## src/rtl/eclair_alu_pkg.sv

```systemverilog
// Shared constants for the ECLair 16-bit '181-style ALU: mode encodings and function selects.
// Logic-mode names are used for the op codes; arithmetic aliases are added where they are used.
package eclair_alu_pkg;

  localparam logic ALU_ARITH = 1'b0;
  localparam logic ALU_LOGIC = 1'b1;

  localparam logic [3:0] OP_NOT_A       = 4'h0;
  localparam logic [3:0] OP_NOR         = 4'h1;
  localparam logic [3:0] OP_NOT_A_AND_B = 4'h2;
  localparam logic [3:0] OP_ZERO        = 4'h3;
  localparam logic [3:0] OP_NAND        = 4'h4;
  localparam logic [3:0] OP_NOT_B       = 4'h5;
  localparam logic [3:0] OP_XOR         = 4'h6;
  localparam logic [3:0] OP_A_AND_NOT_B = 4'h7;
  localparam logic [3:0] OP_NOT_A_OR_B  = 4'h8;
  localparam logic [3:0] OP_XNOR        = 4'h9;
  localparam logic [3:0] OP_B           = 4'hA;
  localparam logic [3:0] OP_AND         = 4'hB;
  localparam logic [3:0] OP_ONES        = 4'hC;
  localparam logic [3:0] OP_A_OR_NOT_B  = 4'hD;
  localparam logic [3:0] OP_OR          = 4'hE;
  localparam logic [3:0] OP_A           = 4'hF;

  localparam logic [3:0] OP_ADD     = 4'h9;
  localparam logic [3:0] OP_SUB_DEC = 4'h6;
  localparam logic [3:0] OP_DEC     = 4'hF;

endpackage

```

## src/rtl/alu181_slice.sv

```systemverilog
// Combinational 4-bit '181 slice. Arithmetic ops are expressed as p + q + cin, where a "-1"
// term is an all-ones q so that rippled slices reproduce the full-width modular result.
module alu181_slice
  import eclair_alu_pkg::*;
(
  input  logic       mode,
  input  logic [3:0] s,
  input  logic       cin,
  input  logic [3:0] a,
  input  logic [3:0] b,
  output logic [3:0] f,
  output logic       cout
);

  logic [3:0] p;
  logic [3:0] q;
  logic [3:0] lf;
  logic [4:0] sum;

  always_comb begin
    lf = 4'h0;
    unique case (s)
      4'h0: lf = ~a;
      4'h1: lf = ~(a | b);
      4'h2: lf = ~a & b;
      4'h3: lf = 4'h0;
      4'h4: lf = ~(a & b);
      4'h5: lf = ~b;
      4'h6: lf = a ^ b;
      4'h7: lf = a & ~b;
      4'h8: lf = ~a | b;
      4'h9: lf = ~(a ^ b);
      4'hA: lf = b;
      4'hB: lf = a & b;
      4'hC: lf = 4'hF;
      4'hD: lf = a | ~b;
      4'hE: lf = a | b;
      4'hF: lf = a;
      default: lf = 4'h0;
    endcase
  end

  always_comb begin
    p = a;
    q = 4'h0;
    unique case (s)
      4'h0: begin p = a;          q = 4'h0;    end
      4'h1: begin p = a | b;      q = 4'h0;    end
      4'h2: begin p = a | ~b;     q = 4'h0;    end
      4'h3: begin p = 4'h0;       q = 4'hF;    end
      4'h4: begin p = a;          q = a & ~b;  end
      4'h5: begin p = a | b;      q = a & ~b;  end
      4'h6: begin p = a;          q = ~b;      end
      4'h7: begin p = a & ~b;     q = 4'hF;    end
      4'h8: begin p = a;          q = a & b;   end
      4'h9: begin p = a;          q = b;       end
      4'hA: begin p = a | ~b;     q = a & b;   end
      4'hB: begin p = a & b;      q = 4'hF;    end
      4'hC: begin p = a;          q = a;       end
      4'hD: begin p = a | b;      q = a;       end
      4'hE: begin p = a | ~b;     q = a;       end
      4'hF: begin p = a;          q = 4'hF;    end
      default: begin p = a;       q = 4'h0;    end
    endcase
  end

  assign sum  = {1'b0, p} + {1'b0, q} + {4'h0, cin};
  assign f    = (mode == ALU_LOGIC) ? lf : sum[3:0];
  assign cout = (mode == ALU_LOGIC) ? 1'b0 : sum[4];

endmodule

```

## src/rtl/eclair_alu16.sv

```systemverilog
// ECLair 16-bit ALU top: ripple-carry chain of '181 slices plus registered result and flags.
// Defining ECLAIR_ALU_FLAGS_EN adds the registered flags = {ovf, neg, zero} output.
module eclair_alu16
  import eclair_alu_pkg::*;
#(
  parameter int unsigned WIDTH = 16
) (
  input  logic             clk,
  input  logic             reset,
  input  logic             en,
  input  logic             mode,
  input  logic [3:0]       alu_op,
  input  logic             c_in,
  input  logic [WIDTH-1:0] x,
  input  logic [WIDTH-1:0] y,
  output logic [WIDTH-1:0] z,
  output logic             c_out,
  output logic             a_eq_b
`ifdef ECLAIR_ALU_FLAGS_EN
  ,
  output logic [2:0]       flags
`endif
);

  localparam int unsigned NSlice = WIDTH / 4;

  logic [NSlice:0]  carry;
  logic [WIDTH-1:0] f;

  assign carry[0] = c_in;

  for (genvar i = 0; i < NSlice; i++) begin : g_slice
    alu181_slice u_slice (
      .mode (mode),
      .s    (alu_op),
      .cin  (carry[i]),
      .a    (x[4*i +: 4]),
      .b    (y[4*i +: 4]),
      .f    (f[4*i +: 4]),
      .cout (carry[i+1])
    );
  end

  always_ff @(posedge clk) begin
    if (reset) begin
      z      <= '0;
      c_out  <= 1'b0;
      a_eq_b <= 1'b0;
    end else if (en) begin
      z      <= f;
      c_out  <= carry[NSlice];
      a_eq_b <= &f;
    end
  end

`ifdef ECLAIR_ALU_FLAGS_EN
  logic ovf;

  // Op 6 computes A + ~B + cin, so its operand signs differ where an add's would match.
  always_comb begin
    ovf = 1'b0;
    if (mode == ALU_ARITH) begin
      if (alu_op == OP_ADD) begin
        ovf = (x[WIDTH-1] == y[WIDTH-1]) && (f[WIDTH-1] != x[WIDTH-1]);
      end else if (alu_op == OP_SUB_DEC) begin
        ovf = (x[WIDTH-1] != y[WIDTH-1]) && (f[WIDTH-1] != x[WIDTH-1]);
      end
    end
  end

  always_ff @(posedge clk) begin
    if (reset) begin
      flags <= 3'b000;
    end else if (en) begin
      flags <= {ovf, f[WIDTH-1], (f == '0)};
    end
  end
`endif

endmodule

```

## config.mk

```make
export PLATFORM = sky130hd
export DESIGN_NAME = eclair_alu16
export DESIGN_NICKNAME = d
export VERILOG_FILES = /design/src/rtl/eclair_alu_pkg.sv /design/src/rtl/alu181_slice.sv /design/src/rtl/eclair_alu16.sv
export SDC_FILE = /design/constraint.sdc
export NUM_CORES = 1
export LEC_CHECK = 0
export ABC_AREA = 1
export CAP_MARGIN = 20
export CORE_UTILIZATION = 36
export CTS_BUF_LIST = sky130_fd_sc_hd__clkbuf_4 sky130_fd_sc_hd__clkbuf_8
export CTS_CLUSTER_DIAMETER = 80
export DETAILED_ROUTE_END_ITERATION = 8
export PLACE_DENSITY = 0.6
export SETUP_SLACK_MARGIN = 0.4
export SLEW_MARGIN = 5
export SYNTH_ARGS = -nofsm -noshare
export SYNTH_HDL_FRONTEND = slang
export SYNTH_HIERARCHICAL = 1
export SYNTH_SLANG_ARGS = --single-unit
export TNS_END_PERCENT = 1
```

## constraint.sdc

```tcl
create_clock -name clk -period 16.9 [get_ports clk]
set_input_delay 3.38 -clock clk [delete_from_list [all_inputs] [get_ports clk]]
set_output_delay 3.38 -clock clk [all_outputs]
set_load 0.01 [all_outputs]
```

==> metrics.txt, run 1 <==
# TYPE chip_impl_metric gauge
chip_impl_metric{name="fin_skew",unit="ps"} 0
chip_impl_metric{name="first_global_vias",unit=""} 6604
chip_impl_metric{name="vias",unit=""} 7403
chip_impl_info{name="tritoncts",value="built"} 1
chip_impl_metric{name="switching_part_of_the_total",unit="%"} 49.41
chip_impl_metric{name="grt_pass1_wl",unit="µm"} 32660
chip_impl_metric{name="fin_nets",unit=""} 1373
chip_impl_metric{name="critical_path.max_stage_delay",unit="ps"} 960
chip_impl_metric{name="htreeDepth",unit=""} 1
chip_impl_metric{name="synth-seq-area-share",unit="%"} 5.582
chip_impl_info{name="setup_crit_end_kind",value="flop"} 1
chip_impl_metric{name="count_of_flip_flops_with_a_built_in_enable_after_synthesis",unit=""} 0
chip_impl_metric{name="worst_ep_arrival_time",unit="ps"} 11590
chip_impl_metric{name="cts_made_buffers",unit=""} 3
chip_impl_metric{name="p_leak",unit="nW"} 3.942
chip_impl_metric{name="max_cap_viol_count",unit=""} 0
chip_impl_metric{name="cts-resized-gates",unit=""} 0
chip_impl_info{name="grt_setup_unrepaired",value="false"} 1
chip_impl_metric{name="detail_routed_net_length_per_standard_cell",unit="µm"} 13.42
chip_impl_metric{name="synthesis_stage_register_bit_count",unit=""} 18
chip_impl_metric{name="ir_worst_vdd",unit="V"} 0.00002889
chip_impl_info{name="critical_path.slowest_cell",value="sky130_fd_sc_hd__clkdlybuf4s50_1"} 1
chip_impl_info{name="most_frequently_used_cell_type_in_the_post_synthesis_netlist",value="sky130_fd_sc_hd__nand2_1"} 1
chip_impl_metric{name="total_switching_power",unit="W"} 0.0001330
chip_impl_metric{name="final_hold_violating_endpoints",unit=""} 0
chip_impl_metric{name="area_taken_by_flip_flops_and_latches",unit="µm²"} 360.3
chip_impl_info{name="outcome",value="completed"} 1
chip_impl_info{name="timing.hold.worst.class",value="flop to flop"} 1
chip_impl_info{name="synthDominantAreaCellType",value="sky130_fd_sc_hd__nand2_1"} 1
chip_impl_metric{name="grt_antenna_before_repair",unit=""} 0
chip_impl_metric{name="totalWireLength",unit="µm"} 19760
chip_impl_metric{name="floorplan.core_area",unit="µm²"} 17420
chip_impl_metric{name="gp_congestion",unit=""} 0.9364
chip_impl_metric{name="die-width",unit="µm"} 135.9
chip_impl_metric{name="synthToLayoutAreaGrowth",unit="%"} 11.20
chip_impl_metric{name="drt.antenna.violating_nets",unit=""} 0
chip_impl_metric{name="detail_route.iter0.violations",unit=""} 551
chip_impl_metric{name="path_clk_slew",unit="ps"} 70
chip_impl_metric{name="ioPinCount",unit=""} 59
chip_impl_metric{name="drive_above_1_share",unit="%"} 5.052
chip_impl_metric{name="largest_driver_fanout_on_the_critical_path",unit=""} 18
chip_impl_metric{name="post_drt_via_cell_ratio",unit=""} 5.029
chip_impl_metric{name="setup_viol_count_final",unit=""} 0
chip_impl_info{name="post_synth_main_area_contributors",value="sky130_fd_sc_hd__nand2_1, sky130_fd_sc_hd__ha_1, sky130_fd_sc_hd__inv_1"} 1
chip_impl_metric{name="detail_route.drc_violations",unit=""} 0
chip_impl_metric{name="cts.path.max_buffers",unit=""} 2
chip_impl_metric{name="tightestPinTransition",unit="ps"} 1079
chip_impl_metric{name="place_worst_setup_slack",unit="ps"} 5116
chip_impl_metric{name="groute.usage.overall",unit="%"} 21.32
chip_impl_metric{name="total_power",unit="W"} 0.0002691
chip_impl_metric{name="core.rowCount",unit=""} 48
chip_impl_metric{name="grt.met3_usage",unit="%"} 1.454
chip_impl_metric{name="postLayoutCoreUtil",unit="%"} 41.21
chip_impl_metric{name="num_antenna_cells",unit=""} 0
chip_impl_metric{name="cts_hold_repair.buffers",unit=""} 0
chip_impl_metric{name="layout.filler_cells",unit=""} 1968
chip_impl_metric{name="grt.met1_usage",unit="%"} 30.04
chip_impl_metric{name="floorplan.initialDensity",unit="%"} 37.06
chip_impl_metric{name="cts.repair_timing.setup_buffer_count",unit=""} 0
chip_impl_metric{name="synth_fp_nets",unit=""} 1334
chip_impl_metric{name="fraction_of_registers_with_async_set_or_reset_after_synthesis",unit="%"} 0
chip_impl_metric{name="timing.slew.headroom",unit="%"} 27.81
chip_impl_metric{name="grt_overflow",unit=""} 0
chip_impl_metric{name="synth_top_area_share",unit="%"} 21.05
chip_impl_metric{name="power.share.clock",unit="%"} 13.0
chip_impl_metric{name="finalWorstPathRequiredPeriod",unit="ps"} 11410
chip_impl_info{name="critPathLaunchType",value="input pin"} 1
chip_impl_metric{name="pwr_density_cell",unit="nW/µm²"} 37.49
chip_impl_metric{name="grt_max_degree",unit=""} 37
chip_impl_metric{name="drv_slew",unit=""} 0
chip_impl_metric{name="total_number_of_clock_tree_sinks",unit=""} 18
chip_impl_metric{name="synth_warnings",unit=""} 6
chip_impl_metric{name="fmax",unit="MHz"} 87.68
chip_impl_metric{name="share_of_total_power_in_sequential_cells",unit="%"} 18.5
chip_impl_info{name="ys.flop_type",value="sky130_fd_sc_hd__dfxtp_1"} 1
chip_impl_metric{name="numPortBuffers",unit=""} 58
chip_impl_metric{name="met2_usage",unit="%"} 35.83
chip_impl_metric{name="die_y",unit="µm"} 135.9
chip_impl_metric{name="drt_pass_1_iters",unit=""} 5
chip_impl_metric{name="final.setup.worst_slack",unit="ps"} 5495
chip_impl_metric{name="syn-instance-count",unit=""} 1209
chip_impl_info{name="busiest_layer",value="met2"} 1
chip_impl_info{name="setup.worst_path.class",value="input pin to flop"} 1
chip_impl_metric{name="timing.final.crit_share",unit="%"} 67.49
chip_impl_metric{name="synthDistinctLibCells",unit=""} 34
chip_impl_metric{name="final.setup.tns",unit="ps"} 0
chip_impl_metric{name="design.die.area",unit="µm²"} 18470
chip_impl_info{name="root_buffer",value="sky130_fd_sc_hd__clkbuf_8"} 1
chip_impl_metric{name="r2r_setup_slack",unit="ps"} 16180
chip_impl_metric{name="power.combinational.fraction",unit="%"} 68.5
chip_impl_metric{name="dp_hpwl",unit="µm"} 15190
chip_impl_metric{name="syn-mean-instance-area",unit="µm²"} 5.339
chip_impl_metric{name="netlist_area",unit="µm²"} 6455
chip_impl_info{name="synth.cells.most_frequent",value="sky130_fd_sc_hd__nand2_1, sky130_fd_sc_hd__inv_1, sky130_fd_sc_hd__nand3_1"} 1
chip_impl_metric{name="cp.required",unit="ps"} 17080
chip_impl_metric{name="p_int",unit="W"} 0.0001361
chip_impl_metric{name="multiInputGateArea",unit="µm²"} 4916
chip_impl_metric{name="clock_latency",unit="ps"} 250
stage by stage:
step	std cells	hold WS [ps]	area, µm²
after floorplan	1209	483.9	6455
after global placement	1467	456.2	7096
after detailed placement	1467	456.8	7096
after CTS	1471	467.5	7151
after global routing	1472	482.8	7178
final	1472	463.4	7178
area by class of cell:
type	count	area share, %
Clock buffer	4	0.7670
Inverter	249	13.02
Multi-Input combinational cell	914	68.49
Sequential cell	18	5.020
Tap cell	225	3.922
Timing Repair Buffer	62	8.785
sequential cells by signal, indices dropped and copies added, names as in the netlist:
signal and count:
z 16, a_eq_b 1, c_out 1
cell usage in the layout, fill, tap and decap left out, drive strengths merged:
cell / Yosys / layout
nand3: 161 / 161
ha: 76 / 76
o21ai: 41 / 41
a221oi: 2 / 2
buf: 26 / 4
and2: 4 / 4
nand4: 8 / 8
clkinv: 1 / 1
nand2: 368 / 368
o221ai: 2 / 2
o22ai: 22 / 22
or2: 8 / 8
o21bai: 4 / 4
a211oi: 1 / 1
inv: 248 / 248
o211ai: 1 / 1
clkbuf: 2 / 4
nor2: 136 / 136
fa: 8 / 8
dfxtp: 18 / 18
nor3: 23 / 23
nand3b: 9 / 9
clkdlybuf4s50: 0 / 58
a31oi: 2 / 2
o21a: 4 / 4
a21oi: 34 / 34
worst max-delay path: cells and delay by family:
family | cells | cell delay, ps
adders and majority gates | 8 | 3520
and+or+nand+nor | 15 | 2490
buffers and inverters | 8 | 1460
AOI/OAI and AO/OA | 6 | 710
routing by layer:
metal	share of wire (%)	vias up
li1	-	3840
met1	48	3321
met2	46	221
met3	5.4	21
met4	1.2	0
met5	0	-
final timing paths:
path | depth (start not counted) | end | startpoint
min reg2reg | 2 | c_out | c_out
max | 37 | a_eq_b | alu_op[2]
max reg2reg | 4 | a_eq_b | a_eq_b
min | 2 | c_out | c_out
kinds of logic (layout without fill, tap and decap cells):
kind of cell,count (synthesis),in the layout,share of synthesized area [%]
AOI/OAI and AO/OA,113,113,10.08
adders and majority gates,84,84,17.21
buffers and inverters,277,315,18.26
DFF,18,18,5.583
and+or+nand+nor,717,717,48.87
power by group through the flow:
stage / logic, W / registers, W / clock network, W
floorplan: 0.000124 / 0.0000514 / 0
global route: 0.000208 / 0.0000502 / 0.0000377
detailed placement: 0.000182 / 0.0000507 / 0
finish: 0.000184 / 0.0000498 / 0.0000350
global placement: 0.000182 / 0.0000508 / 0
CTS: 0.000183 / 0.0000498 / 0.0000356
Power figures use the tool's default switching activity.
==> run 2, diff against run 1 <==
==> constraint.sdc (replaced) <==
create_clock -name clk -period 10.62 [get_ports clk]
set_input_delay 2.124 -clock clk [delete_from_list [all_inputs] [get_ports clk]]
set_output_delay 2.124 -clock clk [all_outputs]
set_load 0.01 [all_outputs]
==> run 2 against run 1 <==
- register-to-register slack worse by 6300 ps
- first-iteration DRC count is 2.9% lower
- hold slack better by 1.5 ps
- design area hardly changed
- clock skew stayed put
- utilization hardly changed
- clock-buffer cell count stayed put
- sequential cell count stayed put
==> metrics.txt, run 2 (synthesis results as in run 1) <==
# TYPE chip_impl_metric gauge
chip_impl_metric{name="cts-resized-gates",unit=""} 0
chip_impl_metric{name="grt.met1_usage",unit="%"} 30.64
chip_impl_metric{name="drv_slew",unit=""} 0
chip_impl_info{name="busiest_layer",value="met2"} 1
chip_impl_metric{name="floorplan.core_area",unit="µm²"} 17420
chip_impl_metric{name="fin_nets",unit=""} 1376
chip_impl_metric{name="htreeDepth",unit=""} 1
chip_impl_metric{name="grt_max_degree",unit=""} 37
chip_impl_metric{name="final.setup.tns",unit="ps"} 0
chip_impl_metric{name="tightestPinTransition",unit="ps"} 775.6
chip_impl_info{name="tritoncts",value="built"} 1
chip_impl_metric{name="clock_latency",unit="ps"} 260
chip_impl_metric{name="met2_usage",unit="%"} 37.76
chip_impl_metric{name="timing.slew.headroom",unit="%"} 48.13
chip_impl_metric{name="gp_congestion",unit=""} 0.9223
chip_impl_info{name="timing.hold.worst.class",value="flop to flop"} 1
chip_impl_metric{name="setup_viol_count_final",unit=""} 0
chip_impl_metric{name="fmax",unit="MHz"} 105.2
chip_impl_metric{name="cts.repair_timing.setup_buffer_count",unit=""} 0
chip_impl_metric{name="max_cap_viol_count",unit=""} 0
chip_impl_info{name="grt_setup_unrepaired",value="false"} 1
chip_impl_info{name="layout.cells.most_common_list",value="sky130_fd_sc_hd__nand2_1, sky130_fd_sc_hd__inv_1, sky130_fd_sc_hd__nand3_1"} 1
chip_impl_metric{name="ir_worst_vdd",unit="V"} 0.00003551
chip_impl_metric{name="timing.final.crit_share",unit="%"} 89.54
chip_impl_info{name="setup_crit_end_kind",value="flop"} 1
chip_impl_info{name="critPathLaunchType",value="input pin"} 1
chip_impl_metric{name="cp.required",unit="ps"} 10810
chip_impl_metric{name="grt.met3_usage",unit="%"} 1.230
chip_impl_metric{name="total_number_of_clock_tree_sinks",unit=""} 18
chip_impl_metric{name="post_drt_via_cell_ratio",unit=""} 5.020
chip_impl_metric{name="vias",unit=""} 7404
chip_impl_metric{name="final_hold_violating_endpoints",unit=""} 0
chip_impl_metric{name="place.detailed.instances",unit=""} 1471
chip_impl_metric{name="detail_route.drc_violations",unit=""} 0
chip_impl_metric{name="path_clk_slew",unit="ps"} 80
chip_impl_metric{name="first_global_vias",unit=""} 6804
chip_impl_metric{name="cts_made_buffers",unit=""} 3
chip_impl_metric{name="floorplan.initialDensity",unit="%"} 37.06
chip_impl_metric{name="cts.path.max_buffers",unit=""} 2
chip_impl_metric{name="critical_path.max_stage_delay",unit="ps"} 500
chip_impl_metric{name="synthToLayoutAreaGrowth",unit="%"} 11.24
chip_impl_metric{name="detail_routed_net_length_per_standard_cell",unit="µm"} 13.60
chip_impl_metric{name="drt.antenna.violating_nets",unit=""} 0
chip_impl_metric{name="fin_cells",unit=""} 1475
chip_impl_metric{name="die-width",unit="µm"} 135.9
chip_impl_metric{name="p_leak",unit="nW"} 3.949
chip_impl_metric{name="finalWorstPathRequiredPeriod",unit="ps"} 9510
chip_impl_metric{name="dp_hpwl",unit="µm"} 15520
chip_impl_metric{name="largest_register_ffs",unit=""} 16
chip_impl_metric{name="drive_above_1_share",unit="%"} 5.280
chip_impl_info{name="root_buffer",value="sky130_fd_sc_hd__clkbuf_8"} 1
chip_impl_info{name="critical_path.slowest_cell",value="sky130_fd_sc_hd__clkdlybuf4s50_1"} 1
chip_impl_metric{name="die_y",unit="µm"} 135.9
chip_impl_info{name="outcome",value="completed"} 1
chip_impl_metric{name="pwr_density_cell",unit="nW/µm²"} 60.06
chip_impl_info{name="biggest_register",value="z"} 1
chip_impl_metric{name="groute.usage.overall",unit="%"} 22.17
chip_impl_metric{name="cts_hold_repair.buffers",unit=""} 0
chip_impl_metric{name="core.rowCount",unit=""} 48
chip_impl_info{name="critPathMostFrequentCell",value="sky130_fd_sc_hd__fa_1"} 1
chip_impl_metric{name="grt_pass1_wl",unit="µm"} 33460
chip_impl_metric{name="numPortBuffers",unit=""} 58
chip_impl_metric{name="worst_ep_arrival_time",unit="ps"} 9700
chip_impl_metric{name="ioPinCount",unit=""} 59
chip_impl_metric{name="detail_route.iter0.violations",unit=""} 535
chip_impl_metric{name="num_antenna_cells",unit=""} 0
chip_impl_metric{name="grt_antenna_before_repair",unit=""} 0
chip_impl_metric{name="totalWireLength",unit="µm"} 20060
chip_impl_info{name="reg_top3",value="z: 16 flops, a_eq_b: 1 flops, c_out: 1 flops"} 1
chip_impl_metric{name="grt_overflow",unit=""} 0
chip_impl_info{name="setup.worst_path.class",value="input pin to flop"} 1
chip_impl_metric{name="largest_driver_fanout_on_the_critical_path",unit=""} 17
chip_impl_metric{name="design.die.area",unit="µm²"} 18470
chip_impl_info{name="most_common_cell_after_layout_fill_and_taps_aside",value="sky130_fd_sc_hd__nand2_1"} 1
chip_impl_metric{name="drt_pass_1_iters",unit=""} 5
chip_impl_metric{name="fin_skew",unit="ps"} 0
[run 2: cell count changes in the layout (fill, tap and decap cells not counted)]
cell	delta
sky130_fd_sc_hd__buf_4	+4
sky130_fd_sc_hd__buf_16	-1
[run 2: where the power goes]
part / internal [W] / switching (W) / total (W)
sequential: 0.0000741 / 0.00000416 / 0.0000782
combinational: 0.000109 / 0.000184 / 0.000293
clock: 0.0000330 / 0.0000268 / 0.0000598
total: 0.000217 / 0.000215 / 0.000431
[run 2: metrics by stage]
step / util [%] / power (W) / cell area, µm² / hold slack (ps) / setup WS (ps)
finish: 41.23 / 0.0004313 / 7181 / 464.9 / 1110
global route: 41.23 / 0.0004792 / 7181 / 494.7 / 493.8
CTS: 41.23 / 0.0004331 / 7181 / 468.3 / 1087
detailed placement: 40.91 / 0.0003717 / 7126 / 456.7 / 836.4
global placement: 40.91 / 0.0003725 / 7126 / 452.0 / 942.9
floorplan: - / 0.0002795 / 6455 / 483.9 / 2330
[run 2: worst max-delay path: cells and delay by family]
family                   cells  cell delay [ps]
adder cells (fa/ha/maj)      8             3530
AND/OR/NAND/NOR             13             1980
buffers and inverters        7             1170
AO/OA/AOI/OAI                7              870
[run 2: cell type report]
class,instances,area (µm²)
well taps,225,281.5
inverters,249,934.6
repair buffers,65,633.1
multi-input cells,914,4916
clock buffers,4,55.05
flip-flops and latches,18,360.3
fillers,1979,10240
[run 2: per-layer routing]
metal	wire (µm)	vias up	part of all wire, %
met2	9159	230	46
li1	-	3844	-
met5	0	-	0
met4	267	0	1.3
met1	9666	3305	48
met3	967	25	4.8
[run 2: worst paths after layout]
check | startpoint | slack, ps | depth (start not counted) | end
worst min-delay path | z[11] | 460 | 2 | z[11]
worst max-delay path | alu_op[2] | 1110 | 35 | a_eq_b
worst min register to register | z[11] | 460 | 2 | z[11]
worst max register to register | a_eq_b | 9890 | 4 | a_eq_b
